[src/rtl/cpu_pkg.sv]
// rtl/cpu_pkg.sv - opcodes, state encodings and datapath select codes for the accumulator CPU sequencer
package cpu_pkg;

    // Opcode field values, instr[7:4]
    localparam logic [3:0] OP_NOP  = 4'h0;
    localparam logic [3:0] OP_LDI  = 4'h1;
    localparam logic [3:0] OP_STA  = 4'h2;
    localparam logic [3:0] OP_LDA  = 4'h3;
    localparam logic [3:0] OP_ADD  = 4'h4;
    localparam logic [3:0] OP_SUB  = 4'h5;
    localparam logic [3:0] OP_AND  = 4'h6;
    localparam logic [3:0] OP_OR   = 4'h7;
    localparam logic [3:0] OP_JMP  = 4'h8;
    localparam logic [3:0] OP_JZ   = 4'h9;
    localparam logic [3:0] OP_HALT = 4'hF;

    // Accumulator source select
    localparam logic [1:0] ACC_SEL_ALU = 2'd0;
    localparam logic [1:0] ACC_SEL_RF  = 2'd1;
    localparam logic [1:0] ACC_SEL_IMM = 2'd2;

    // ALU operation codes; operands are ACC and rf read_data1
    localparam logic [1:0] ALU_ADD = 2'd0;
    localparam logic [1:0] ALU_SUB = 2'd1;
    localparam logic [1:0] ALU_AND = 2'd2;
    localparam logic [1:0] ALU_OR  = 2'd3;

    // Sequencer states
    typedef enum logic [2:0] {
        ST_IDLE   = 3'd0,
        ST_FETCH  = 3'd1,
        ST_DECODE = 3'd2,
        ST_EXEC   = 3'd3,
        ST_WB     = 3'd4,
        ST_HALT   = 3'd5
    } state_t;

endpackage

[src/rtl/cpu_instr_decoder.sv]
// rtl/cpu_instr_decoder.sv - combinational opcode to control-bundle decoder
module cpu_instr_decoder
    import cpu_pkg::*;
(
    input  logic [3:0] opcode,
    output logic       acc_load,
    output logic [1:0] acc_sel,
    output logic [1:0] alu_op,
    output logic       is_jmp,
    output logic       is_jz,
    output logic       is_sta,
    output logic       is_halt,
    output logic       is_illegal
);

    // Pure decode of the opcode; select codes stay 0 for ops that do not load ACC
    always_comb begin
        acc_load   = 1'b0;
        acc_sel    = ACC_SEL_ALU;
        alu_op     = ALU_ADD;
        is_jmp     = 1'b0;
        is_jz      = 1'b0;
        is_sta     = 1'b0;
        is_halt    = 1'b0;
        is_illegal = 1'b0;
        case (opcode)
            OP_NOP: ;
            OP_LDI: begin
                acc_load = 1'b1;
                acc_sel  = ACC_SEL_IMM;
            end
            OP_STA: is_sta = 1'b1;
            OP_LDA: begin
                acc_load = 1'b1;
                acc_sel  = ACC_SEL_RF;
            end
            OP_ADD: begin
                acc_load = 1'b1;
                alu_op   = ALU_ADD;
            end
            OP_SUB: begin
                acc_load = 1'b1;
                alu_op   = ALU_SUB;
            end
            OP_AND: begin
                acc_load = 1'b1;
                alu_op   = ALU_AND;
            end
            OP_OR: begin
                acc_load = 1'b1;
                alu_op   = ALU_OR;
            end
            OP_JMP:  is_jmp  = 1'b1;
            OP_JZ:   is_jz   = 1'b1;
            OP_HALT: is_halt = 1'b1;
            default: is_illegal = 1'b1;
        endcase
    end

endmodule

[src/rtl/cpu_sequencer.sv]
// rtl/cpu_sequencer.sv - multi-cycle fetch/decode/exec/writeback control FSM for the 8-bit accumulator CPU
module cpu_sequencer
    import cpu_pkg::*;
#(
    parameter int WORD_W   = 8,
    parameter int OPCODE_W = 4,
    parameter int INDEX_W  = 4
) (
    input  logic               clk,
    input  logic               rst_n,
    input  logic               start,
    output logic               fetch_req,
    input  logic               fetch_ack,
    input  logic [WORD_W-1:0]  fetch_data,
    input  logic               acc_zero,
    output logic               pc_inc,
    output logic               pc_load,
    output logic [INDEX_W-1:0] rf_raddr1,
    output logic               rf_we,
    output logic [INDEX_W-1:0] rf_waddr,
    output logic               acc_load,
    output logic [1:0]         acc_sel,
    output logic [1:0]         alu_op,
    output logic               busy,
    output logic               halted,
    output logic               illegal
);

    state_t              state_q, state_d;
    logic [WORD_W-1:0]   ir_q, ir_d;
    logic                acc_zero_q, acc_zero_d;

    logic [OPCODE_W-1:0] opcode;
    logic [INDEX_W-1:0]  index;

    logic                dec_acc_load;
    logic [1:0]          dec_acc_sel;
    logic [1:0]          dec_alu_op;
    logic                dec_is_jmp;
    logic                dec_is_jz;
    logic                dec_is_sta;
    logic                dec_is_halt;
    logic                dec_is_illegal;

    assign opcode = ir_q[WORD_W-1 -: OPCODE_W];
    assign index  = ir_q[INDEX_W-1:0];

    cpu_instr_decoder u_decoder (
        .opcode     (opcode),
        .acc_load   (dec_acc_load),
        .acc_sel    (dec_acc_sel),
        .alu_op     (dec_alu_op),
        .is_jmp     (dec_is_jmp),
        .is_jz      (dec_is_jz),
        .is_sta     (dec_is_sta),
        .is_halt    (dec_is_halt),
        .is_illegal (dec_is_illegal)
    );

    // State, instruction register and captured zero flag
    always_ff @(posedge clk or negedge rst_n) begin
        if (!rst_n) begin
            state_q    <= ST_IDLE;
            ir_q       <= '0;
            acc_zero_q <= 1'b0;
        end else begin
            state_q    <= state_d;
            ir_q       <= ir_d;
            acc_zero_q <= acc_zero_d;
        end
    end

    // Next-state logic; IR only loads on an ack seen in FETCH.
    // acc_zero is captured on the DECODE->EXEC edge: ACC cannot change between
    // DECODE and EXEC, so this is the EXEC-cycle value while keeping every
    // output a function of registers only.
    always_comb begin
        state_d    = state_q;
        ir_d       = ir_q;
        acc_zero_d = acc_zero_q;
        case (state_q)
            ST_IDLE: begin
                if (start) begin
                    state_d = ST_FETCH;
                end
            end
            ST_FETCH: begin
                if (fetch_ack) begin
                    ir_d    = fetch_data;
                    state_d = ST_DECODE;
                end
            end
            ST_DECODE: begin
                acc_zero_d = acc_zero;
                state_d    = ST_EXEC;
            end
            ST_EXEC: begin
                if (dec_is_halt) begin
                    state_d = ST_HALT;
                end else if (dec_is_sta) begin
                    state_d = ST_WB;
                end else begin
                    state_d = ST_FETCH;
                end
            end
            ST_WB:   state_d = ST_FETCH;
            ST_HALT: state_d = ST_HALT;
            default: state_d = ST_IDLE;
        endcase
    end

    // Output decode from state and IR; everything idles at 0 outside its state
    always_comb begin
        fetch_req = 1'b0;
        pc_inc    = 1'b0;
        pc_load   = 1'b0;
        rf_raddr1 = '0;
        rf_we     = 1'b0;
        rf_waddr  = '0;
        acc_load  = 1'b0;
        acc_sel   = ACC_SEL_ALU;
        alu_op    = ALU_ADD;
        busy      = 1'b0;
        halted    = 1'b0;
        illegal   = 1'b0;
        case (state_q)
            ST_FETCH: begin
                busy      = 1'b1;
                fetch_req = 1'b1;
            end
            ST_DECODE: begin
                busy      = 1'b1;
                rf_raddr1 = index;
            end
            ST_EXEC: begin
                busy      = 1'b1;
                rf_raddr1 = index;
                acc_load  = dec_acc_load;
                acc_sel   = dec_acc_sel;
                alu_op    = dec_alu_op;
                illegal   = dec_is_illegal;
                if (dec_is_halt) begin
                    pc_inc = 1'b0;
                end else if (dec_is_jmp) begin
                    pc_load = 1'b1;
                end else if (dec_is_jz) begin
                    pc_load = acc_zero_q;
                    pc_inc  = ~acc_zero_q;
                end else begin
                    pc_inc = 1'b1;
                end
            end
            ST_WB: begin
                busy      = 1'b1;
                rf_raddr1 = index;
                rf_we     = 1'b1;
                rf_waddr  = index;
            end
            ST_HALT: halted = 1'b1;
            default: ;
        endcase
    end

endmodule

[config.mk]
export PLATFORM = sky130hd
export DESIGN_NAME = cpu_sequencer
export DESIGN_NICKNAME = d
export VERILOG_FILES = /design/src/rtl/cpu_pkg.sv /design/src/rtl/cpu_instr_decoder.sv /design/src/rtl/cpu_sequencer.sv
export SDC_FILE = /design/constraint.sdc
export NUM_CORES = 1
export LEC_CHECK = 0
export CORE_MARGIN = 4
export CORE_UTILIZATION = 25
export CTS_CLUSTER_SIZE = 20
export DETAILED_ROUTE_END_ITERATION = 16
export PLACE_DENSITY = 0.48
export SLEW_MARGIN = 20
export SYNTH_ARGS = -nofsm -noshare
export SYNTH_HDL_FRONTEND = slang
export SYNTH_HIERARCHICAL = 1
export SYNTH_SLANG_ARGS = --single-unit
[constraint.sdc]
create_clock -name clk -period 2.9 [get_ports clk]
set_input_delay 0.58 -clock clk [delete_from_list [all_inputs] [get_ports clk]]
set_output_delay 0.58 -clock clk [all_outputs]
set_load 0.02 [all_outputs]
==> results of run 1 <==
## placed cells by master, fill, tap and decap left out, drive strengths merged
| cell type | n |
|---|---|
| buf | 2 |
| dfrtp | 12 |
| a21boi | 4 |
| nand2 | 1 |
| and3b | 3 |
| a31oi | 1 |
| and4b | 1 |
| or3b | 1 |
| and2 | 6 |
| nor3b | 3 |
| and3 | 4 |
| inv | 1 |
| nor4 | 1 |
| clkbuf | 4 |
| and4 | 1 |
| a21oi | 2 |
| nor4bb | 3 |
| o21ai | 1 |
| nor2 | 5 |
| a2111oi | 1 |
| nor3 | 1 |
| o21bai | 1 |
| nor4b | 3 |
| nand2b | 2 |
| clkdlybuf4s50 | 32 |
| mux2 | 9 |
| nand3b | 2 |
| xnor2 | 1 |
## through the flow
stage               utilization, %  std cells
finish                        38.6        152
detailed placement            37.5        148
CTS                           38.6        152
global route                  38.6        152
global placement              37.5        148
floorplan                        -         77
## state kept, by name (all words and copies together) (netlist names)
| name | cells |
|---|---|
| ir_q | 8 |
| state_q | 3 |
| acc_zero_q | 1 |
## routing by layer
layer / vias up / track usage [%]
met1: 328 / 12.7
met5: - / 0
met3: 2 / 1.37
li1: 346 / -
met2: 18 / 15.2
met4: 0 / 5.44
## where the power goes
group | internal [W] | switching [W]
clock | 0.0000761 | 0.0000511
combinational | 0.000343 | 0.000252
sequential | 0.000248 | 0.000159
total | 0.000667 | 0.000462
## cells by family after synthesis
| logic type | synth area share, % |
|---|---|
| xor gates and xnor gates | 1.07 |
| AOI/OAI and AO/OA | 8.99 |
| buffers and inverters | 7.16 |
| DFF | 36.6 |
| muxes | 12.3 |
| and+or+nand+nor | 33.8 |
## layout make-up
| class | instances | area [µm²] |
|---|---|---|
| Clock buffer | 4 | 36.3 |
| Sequential cell | 12 | 300 |
| Multi-Input combinational cell | 57 | 468 |
| Timing Repair Buffer | 34 | 335 |
| Inverter | 1 | 3.75 |
| Fill cell | 343 | 1900 |
| Tap cell | 44 | 55.1 |
## path summary, 6_finish.rpt
kind	start	end	slack, ps	depth (start not counted)
setup / recovery	state_q[1]	rf_raddr1[2]	240	3
hold / removal	acc_zero_q	acc_zero_q	520	1
setup reg to reg	state_q[2]	ir_q[2]	1310	4
hold reg to reg	acc_zero_q	acc_zero_q	520	1
max in group asynchronous	rst_n	ir_q[2]	1890	1
min in group asynchronous	rst_n	state_q[1]	660	1
## critical path, cell delays in order (launching register included)
cell	delay, ps
dfrtp_1	530
or3b_4	460
a21boi_0	190
clkdlybuf4s50_1	640
==> impl_metrics.py, run 1 <==
metrics = {
    "yosys": {
        "syn-instance-count": 77,
        "synth.top_cell.area_share_pct": 36.6,
        "synth_warnings": 6,
        "yosys_register_bits": 12,
        "number_of_flops_mapped_to_enable_cells_by_yosys": 0,
        "async_reset_ff_share_pct": 100,
        "postSynthAreaPerCell_um2": 10.7,
        "synth.top_cells.by_area": "dfrtp_1 (37%), mux2_2 (12%), nor4b_2 (5.5%)",
        "syn_area_um2": 821,
        "most_frequently_used_cell_type_in_the_post_synthesis_netlist": "dfrtp_1",
        "post-synth-top-area-cell": "dfrtp_1",
        "synth_seq_area_share_pct": 36.6,
        "distinct_cells_synth": 28,
        "synth_ff_type": "dfrtp_1",
        "synth.cells.most_frequent": "dfrtp_1 (12), mux2_2 (9), and2_1 (6)",
        "postSynthNetCount": 90,
    },
    "floorplanning": {
        "floorplan.die.height_um": 65.3,
        "rows": 20,
        "die_area_um2": 4260,
        "initial_core_util_pct": 26.5,
        "design.core.area_um2": 3100,
        "io_pins": 33,
        "fp.dieW_um": 65.3,
    },
    "timing": {
        "setup_viol_count_final": 0,
        "timing_hold_violations_final": 0,
        "worstMarginPinSlew_ps": 529,
        "fmax_ghz": 0.377,
        "fin_crit_sh_pct": 91.6,
        "fin_hold_ws_ps": 519,
        "setup_total_negative_slack_ps": 0,
        "timing.slew.headroom_pct": 64.6,
        "fin_crit_ps": 2660,
        "unrepaired_setup_endpoints_after_global_routing": "false",
        "fin_skew_ps": 2.47,
        "drv_slew": 0,
        "layout_setup_ws_ps": 244,
    },
    "finish": {
        "antenna-diode-count": 0,
        "post_route_cells_drive_above_1_share_pct": 19.4,
        "final_design_area_no_fill_um2": 1200,
        "area_growth_synth_to_finish_pct": 46.0,
        "layout.nets": 122,
    },
    "job": {
        "timing.max_cap.violations": 0,
    },
    "drt": {
        "routed-wl-met2_um": 927,
        "drt-pass1-iter-count": 4,
        "drc": 0,
        "1st_iter_drt_viols": 39,
        "met3_wirelength_um": 85,
        "total_wire_length_um": 1890,
        "highest_layer": "met4",
        "wl_met1_um": 847,
        "wl_per_cell_um": 12.4,
        "ant_nets": 0,
        "detailroute.via_count": 694,
        "detail_route.vias_per_cell": 4.57,
    },
    "cts": {
        "tritoncts_clock_tree": "yes",
        "clockBufferDepth": 2,
        "postCtsSetupRepairBufs": 0,
        "cts_hold_buffers": 0,
        "numClockSinks": 12,
        "path_clk_slew_ps": 70,
        "cts-htree-levels": 1,
        "clock-root-buffer": "clkbuf_4",
        "clock_latency_ps": 260,
        "post_cts_resized": 0,
        "cts_buffers": 3,
    },
    "critical_path": {
        "end_kind": "output pin",
        "start_kind": "flip-flop",
        "highest_fanout_seen_on_the_critical_path": 14,
        "worst_ep_arrival_time_ps": 2080,
        "critPathRequiredTime_ps": 2320,
        "timing.setup.critical_path_class": "flip-flop to output pin",
    },
    "place": {
        "dpl_cell_area_um2": 1160,
        "io_buffer_count": 32,
        "dp_worst_setup_slack_ps": 524,
        "gp_congestion": 0.689,
        "hpwl_um": 1460,
    },
    "run_status": {
        "outcome": "completed",
    },
    "power": {
        "power-per-cell-area_nw_per_um2": 942,
        "fin_total_pwr_w": 0.00113,
        "leak_pwr_nw": 0.473,
        "vdd_ir_max_mv": 0.269,
    },
    "grt": {
        "globalRoute.totalOverflow": 0,
        "initial_antenna_violation_count": 0,
        "grt_first_pass_wirelength_um": 3220,
        "grt_pass1_vias": 648,
        "pin_count_of_the_biggest_net_entering_global_routing": 15,
        "gr-usage-all-layers_pct": 9.69,
    },
    "worst_hold_path": {
        "hold_path_class": "flip-flop to flip-flop",
    },
}
No activity file was read; power rests on OpenSTA's default activity.
==> run 2: changes to the inputs <==
--- a/config.mk
+++ b/config.mk
@@ -10,6 +10,8 @@
 export CTS_CLUSTER_SIZE = 20
 export DETAILED_ROUTE_END_ITERATION = 16
 export PLACE_DENSITY = 0.48
+export RECOVER_POWER = 50
+export SKIP_CTS_REPAIR_TIMING = 1
 export SLEW_MARGIN = 20
 export SYNTH_ARGS = -nofsm -noshare
 export SYNTH_HDL_FRONTEND = slang
==> impl_metrics.py, run 2 (synthesis results as in run 1) <==
metrics = {
    "cts": {
        "tritoncts_clock_tree": "yes",
        "cts_buffers": 3,
        "cts-htree-levels": 1,
        "clock_latency_ps": 260,
        "clock-root-buffer": "clkbuf_4",
        "numClockSinks": 12,
        "clockBufferDepth": 2,
        "path_clk_slew_ps": 70,
    },
    "grt": {
        "globalRoute.totalOverflow": 0,
        "use_met1_pct": 12.7,
        "pin_count_of_the_biggest_net_entering_global_routing": 15,
        "globalRoute.busiestLayer": "met2",
        "grt_use_met3_pct": 1.37,
        "global_route.usage.met2_pct": 15.2,
        "gr-usage-all-layers_pct": 9.69,
        "grt_pass1_vias": 648,
        "grt_first_pass_wirelength_um": 3220,
        "initial_antenna_violation_count": 0,
    },
    "drt": {
        "detailroute.via_count": 691,
        "total_wire_length_um": 1890,
        "1st_iter_drt_viols": 35,
        "detail_route.vias_per_cell": 4.55,
        "drc": 0,
        "ant_nets": 0,
        "wl_per_cell_um": 12.4,
        "drt-pass1-iter-count": 4,
    },
    "critical_path": {
        "worst_ep_arrival_time_ps": 2040,
        "number_of_cells_traversed_by_the_worst_register_to_register_path": 4,
        "critical_path.cell_chain": "nor4bb_1, a21oi_1, nor3_1, clkdlybuf4s50_1",
        "crit-reg2reg-launch": "state_q[2]",
        "cpMaxStageDelayCell": "clkdlybuf4s50_1",
        "start_kind": "flip-flop",
        "timing.setup.critical_path_class": "flip-flop to output pin",
        "timing.critical_path.slowest_cell_delay_ps": 630,
        "critPathRequiredTime_ps": 2320,
        "end_kind": "output pin",
        "highest_fanout_seen_on_the_critical_path": 11,
        "reg2reg_setup_slack_ps": 1060,
        "critical_path.reg2reg.endpoint": "ir_q[2]",
    },
    "floorplanning": {
        "design.core.area_um2": 3100,
        "floorplan.die.height_um": 65.3,
        "rows": 20,
        "io_pins": 33,
        "die_area_um2": 4260,
        "fp.dieW_um": 65.3,
        "initial_core_util_pct": 26.5,
    },
    "worst_hold_path": {
        "hold_path.startpoint": "acc_zero_q",
        "hold_depth": 1,
        "whs_endpoint": "acc_zero_q",
        "hold_path_class": "flip-flop to flip-flop",
    },
    "run_status": {
        "outcome": "completed",
    },
    "finish": {
        "largest-register": "ir_q",
        "area_growth_synth_to_finish_pct": 43.3,
        "max_reg_flops": 8,
        "final.fill_count": 345,
        "layout_top_registers": "ir_q (8), state_q (3), acc_zero_q (1)",
        "final_util_pct": 37.9,
        "commonest_non_fill_non_tap_cell_in_the_layout": "clkdlybuf4s50_1",
        "instances_no_fill": 152,
        "final_cell_mix": "clkdlybuf4s50_1 (30), dfrtp_1 (12), mux2_2 (9), and2_1 (6), nor2_1 (5)",
        "layout.nets": 122,
        "antenna-diode-count": 0,
        "post_route_cells_drive_above_1_share_pct": 15.7,
    },
    "power": {
        "leak_pwr_nw": 0.466,
        "power-per-cell-area_nw_per_um2": 938,
        "fin_total_pwr_w": 0.00110,
        "vdd_ir_max_mv": 0.265,
    },
    "timing": {
        "timing_hold_violations_final": 0,
        "fmax_ghz": 0.381,
        "setup_viol_count_final": 0,
        "fin_crit_ps": 2620,
        "timing.slew.headroom_pct": 64.3,
        "fin_crit_sh_pct": 90.4,
        "unrepaired_setup_endpoints_after_global_routing": "false",
        "setup_total_negative_slack_ps": 0,
        "drv_slew": 0,
        "worstMarginPinSlew_ps": 534,
        "fin_skew_ps": 2.47,
    },
    "place": {
        "hpwl_um": 1460,
        "io_buffer_count": 32,
        "gp_congestion": 0.689,
        "dpl.cell_count": 148,
    },
    "job": {
        "timing.max_cap.violations": 0,
    },
}
## run 2: cell types whose count changed in the layout (fill, tap and decap cells not counted)
cell	before	now
clkdlybuf4s50_1	32	30
dlygate4sd3_1	0	2
nor4b_2	3	2
clkbuf_1	0	1
nor4bb_1	2	3
nor4bb_2	1	0
a2111oi_2	1	0
a2111oi_0	0	1
buf_4	2	1
nor4b_1	0	1
## run 2: per-layer routing
layer | vias to the layer above | wire length [µm]
li1 | 346 | -
met1 | 330 | 867
met2 | 13 | 925
met3 | 2 | 63
met4 | 0 | 31
met5 | - | 0
## run 2: per-stage QoR
stage	setup WS, ps	area (µm²)	hold slack [ps]
after global routing	83.8	1180	556
final	278	1180	519
after detailed placement	524	1160	515
after CTS	215	1200	532
after global placement	584	1160	513
after floorplan	892	821	284
## run 2: final cells by class
class	instances	area, µm²	share of cell area (%)
timing repair buffer	34	332	28.2
multi-input combinational	57	449	38.2
inverter	1	3.75	0.319
sequential	12	300	25.5
tap	44	55.1	4.68
clock buffer	4	36.3	3.09
## run 2: power breakdown
part	total [W]	internal, W	switching, W
Sequential	0.000403	0.000248	0.000154
Combinational	0.000573	0.000326	0.000247
Clock	0.000127	0.0000761	0.0000511
Total	0.00110	0.000650	0.000452
## run 2: critical path, delay by kind of cell, from the launching register on
family	cells	cell delay, ps
buffers and inverters	1	630
DFF	1	550
and+or+nand+nor	2	470
AOI/OAI and AO/OA	1	130
## run 2: worst max path at each step
stage | start | endpoint | slack (ps) | cells past startpoint
finish | ir_q[7] | pc_load | 280 | 4
global route | state_q[1] | rf_raddr1[2] | 80 | 3
CTS | state_q[1] | rf_raddr1[1] | 220 | 3
detailed placement | state_q[1] | rf_raddr1[1] | 520 | 3
global placement | state_q[1] | rf_raddr1[3] | 580 | 3
floorplan | state_q[0] | rf_raddr1[0] | 890 | 3
==> run 3: changes to the inputs <==
--- a/config.mk
+++ b/config.mk
@@ -5,6 +5,8 @@
 export SDC_FILE = /design/constraint.sdc
 export NUM_CORES = 1
 export LEC_CHECK = 0
+export CAP_MARGIN = 20
+export CORE_ASPECT_RATIO = 2
 export CORE_MARGIN = 4
 export CORE_UTILIZATION = 25
 export CTS_CLUSTER_SIZE = 20
@@ -12,6 +14,7 @@
 export PLACE_DENSITY = 0.48
 export RECOVER_POWER = 50
 export SKIP_CTS_REPAIR_TIMING = 1
+export SKIP_LAST_GASP = 1
 export SLEW_MARGIN = 20
 export SYNTH_ARGS = -nofsm -noshare
 export SYNTH_HDL_FRONTEND = slang
==> impl_metrics.py, run 3 (synthesis results as in run 1) <==
metrics = {
    "worst_hold_path": {
        "hold_depth": 1,
        "hold_path.startpoint": "acc_zero_q",
        "hold_path_class": "flip-flop to flip-flop",
        "whs_endpoint": "acc_zero_q",
    },
    "cts": {
        "cts_buffers": 3,
        "numClockSinks": 12,
        "path_clk_slew_ps": 50,
        "cts-htree-levels": 1,
        "clock-root-buffer": "clkbuf_8",
        "tritoncts_clock_tree": "yes",
        "clockBufferDepth": 2,
        "clock_latency_ps": 240,
    },
    "timing": {
        "setup_viol_count_final": 0,
        "fin_crit_sh_pct": 90.6,
        "fin_crit_ps": 2630,
        "worstMarginPinSlew_ps": 568,
        "timing_hold_violations_final": 0,
        "unrepaired_setup_endpoints_after_global_routing": "false",
        "fmax_ghz": 0.381,
        "setup_total_negative_slack_ps": 0,
        "fin_skew_ps": 3.01,
        "timing.slew.headroom_pct": 62.0,
        "drv_slew": 0,
        "layout_setup_ws_ps": 272,
    },
    "power": {
        "combinationalPowerShare_pct": 50.0,
        "vdd_ir_max_mv": 0.450,
        "power.internal_w": 0.000706,
        "pwr-share-clk_pct": 15.2,
        "power_switching_share_pct": 40.0,
        "leak_pwr_nw": 0.477,
        "power-per-cell-area_nw_per_um2": 982,
        "netSwitchingPower_w": 0.000470,
        "p_seq_share_pct": 34.9,
    },
    "drt": {
        "drt-pass1-iter-count": 3,
        "1st_iter_drt_viols": 6,
        "drc": 0,
        "detailroute.via_count": 695,
        "total_wire_length_um": 2050,
        "ant_nets": 0,
        "detail_route.vias_per_cell": 5.00,
        "wl_per_cell_um": 14.7,
    },
    "critical_path": {
        "timing.critical_path.slowest_cell_delay_ps": 640,
        "cpMaxStageDelayCell": "clkdlybuf4s50_1",
        "start_kind": "flip-flop",
        "timing.setup.critical_path_class": "flip-flop to output pin",
        "reg2reg_setup_slack_ps": 980,
        "number_of_cells_traversed_by_the_worst_register_to_register_path": 4,
        "end_kind": "output pin",
        "setup.worst_path.start": "state_q[1]",
        "critical_path.cell_chain": "or3b_4, a21boi_0, clkdlybuf4s50_1",
        "crit-reg2reg-launch": "state_q[2]",
        "highest_fanout_seen_on_the_critical_path": 14,
        "worst_ep_arrival_time_ps": 2050,
        "critical_path.reg2reg.endpoint": "ir_q[6]",
        "critPathRequiredTime_ps": 2320,
    },
    "finish": {
        "commonest_non_fill_non_tap_cell_in_the_layout": "clkdlybuf4s50_1",
        "layout.nets": 122,
        "layout_top_registers": "ir_q (8), state_q (3), acc_zero_q (1)",
        "final.fill_count": 318,
        "final_cell_mix": "clkdlybuf4s50_1 (30), dfrtp_1 (12), mux2_2 (9), and2_1 (6), nor2_1 (5)",
        "post_route_cells_drive_above_1_share_pct": 18.5,
        "largest-register": "ir_q",
        "antenna-diode-count": 0,
        "max_reg_flops": 8,
        "area_growth_synth_to_finish_pct": 45.9,
    },
    "place": {
        "dp_worst_setup_slack_ps": 525,
        "gp_congestion": 0.681,
        "io_buffer_count": 32,
        "hpwl_um": 1590,
    },
    "grt": {
        "grt_pass1_vias": 718,
        "globalRoute.totalOverflow": 0,
        "pin_count_of_the_biggest_net_entering_global_routing": 15,
        "initial_antenna_violation_count": 0,
        "grt_first_pass_wirelength_um": 3370,
        "gr-usage-all-layers_pct": 9.85,
    },
    "floorplanning": {
        "initial_core_util_pct": 26.0,
        "die_area_um2": 4320,
        "design.core.area_um2": 3160,
        "rows": 29,
        "fp.dieW_um": 48.5,
        "floorplan.die.height_um": 89.0,
        "io_pins": 33,
    },
    "run_status": {
        "outcome": "completed",
    },
    "job": {
        "timing.max_cap.violations": 0,
    },
}
## run 3: cell counts in the layout (fill, tap and decap cells not counted)
Identical to the previous run, type by type.
## run 3: worst max-delay path: cells and delay by family (launching register included)
| family | cells | cell delay [ps] |
|---|---|---|
| compound gates | 1 | 180 |
| flops | 1 | 520 |
| buf+inv | 1 | 640 |
| simple gates | 1 | 470 |
## run 3: power by group through the flow
| stage | sequential (W) | clock, W | combinational (W) |
|---|---|---|---|
| 2_1_floorplan | 0.000304 | 0 | 0.000508 |
| 3_3_place_gp | 0.000411 | 0 | 0.000594 |
| 3_5_place_dp | 0.000415 | 0 | 0.000600 |
| 4_1_cts | 0.000411 | 0.000186 | 0.000602 |
| 5_1_grt | 0.000437 | 0.000193 | 0.000635 |
| 6_report | 0.000410 | 0.000178 | 0.000587 |
## run 3: layer usage
metal	up-vias	track usage [%]	routed length (µm)
met5	-	0	0
met4	0	5.88	25
met3	2	1.17	58
met2	17	18.3	1130
met1	332	10.4	832
li1	344	-	-
## run 3: worst max-delay path by stage
stage               depth (start not counted)  slack (ps)           end
floorplan                                   3         890  rf_raddr1[0]
global placement                            3         560  rf_raddr1[3]
detailed placement                          3         520  rf_raddr1[1]
CTS                                         3         250  rf_raddr1[1]
global route                                3         130  rf_raddr1[3]
finish                                      3         270  rf_raddr1[1]
## run 3: final cells by class
| class | count | area [µm²] | share of cell area (%) |
|---|---|---|---|
| Multi-Input combinational cell | 57 | 468 | 39.1 |
| Inverter | 1 | 3.75 | 0.313 |
| Clock buffer | 4 | 55.1 | 4.60 |
| Timing Repair Buffer | 34 | 332 | 27.7 |
| Sequential cell | 12 | 300 | 25.1 |
| Tap cell | 31 | 38.8 | 3.24 |
## run 3: metrics by stage
stage | area [µm²] | hold slack [ps] | utilization (%) | std cells | total power, W
final | 1200 | 508 | 37.9 | 139 | 0.00118
after global routing | 1200 | 543 | 37.9 | 139 | 0.00126
after CTS | 1200 | 515 | 38.0 | 139 | 0.00120
after detailed placement | 1150 | 503 | 36.3 | 135 | 0.00102
after global placement | 1150 | 495 | 36.3 | 135 | 0.00100
after floorplan | 821 | 284 | - | 77 | 0.000812
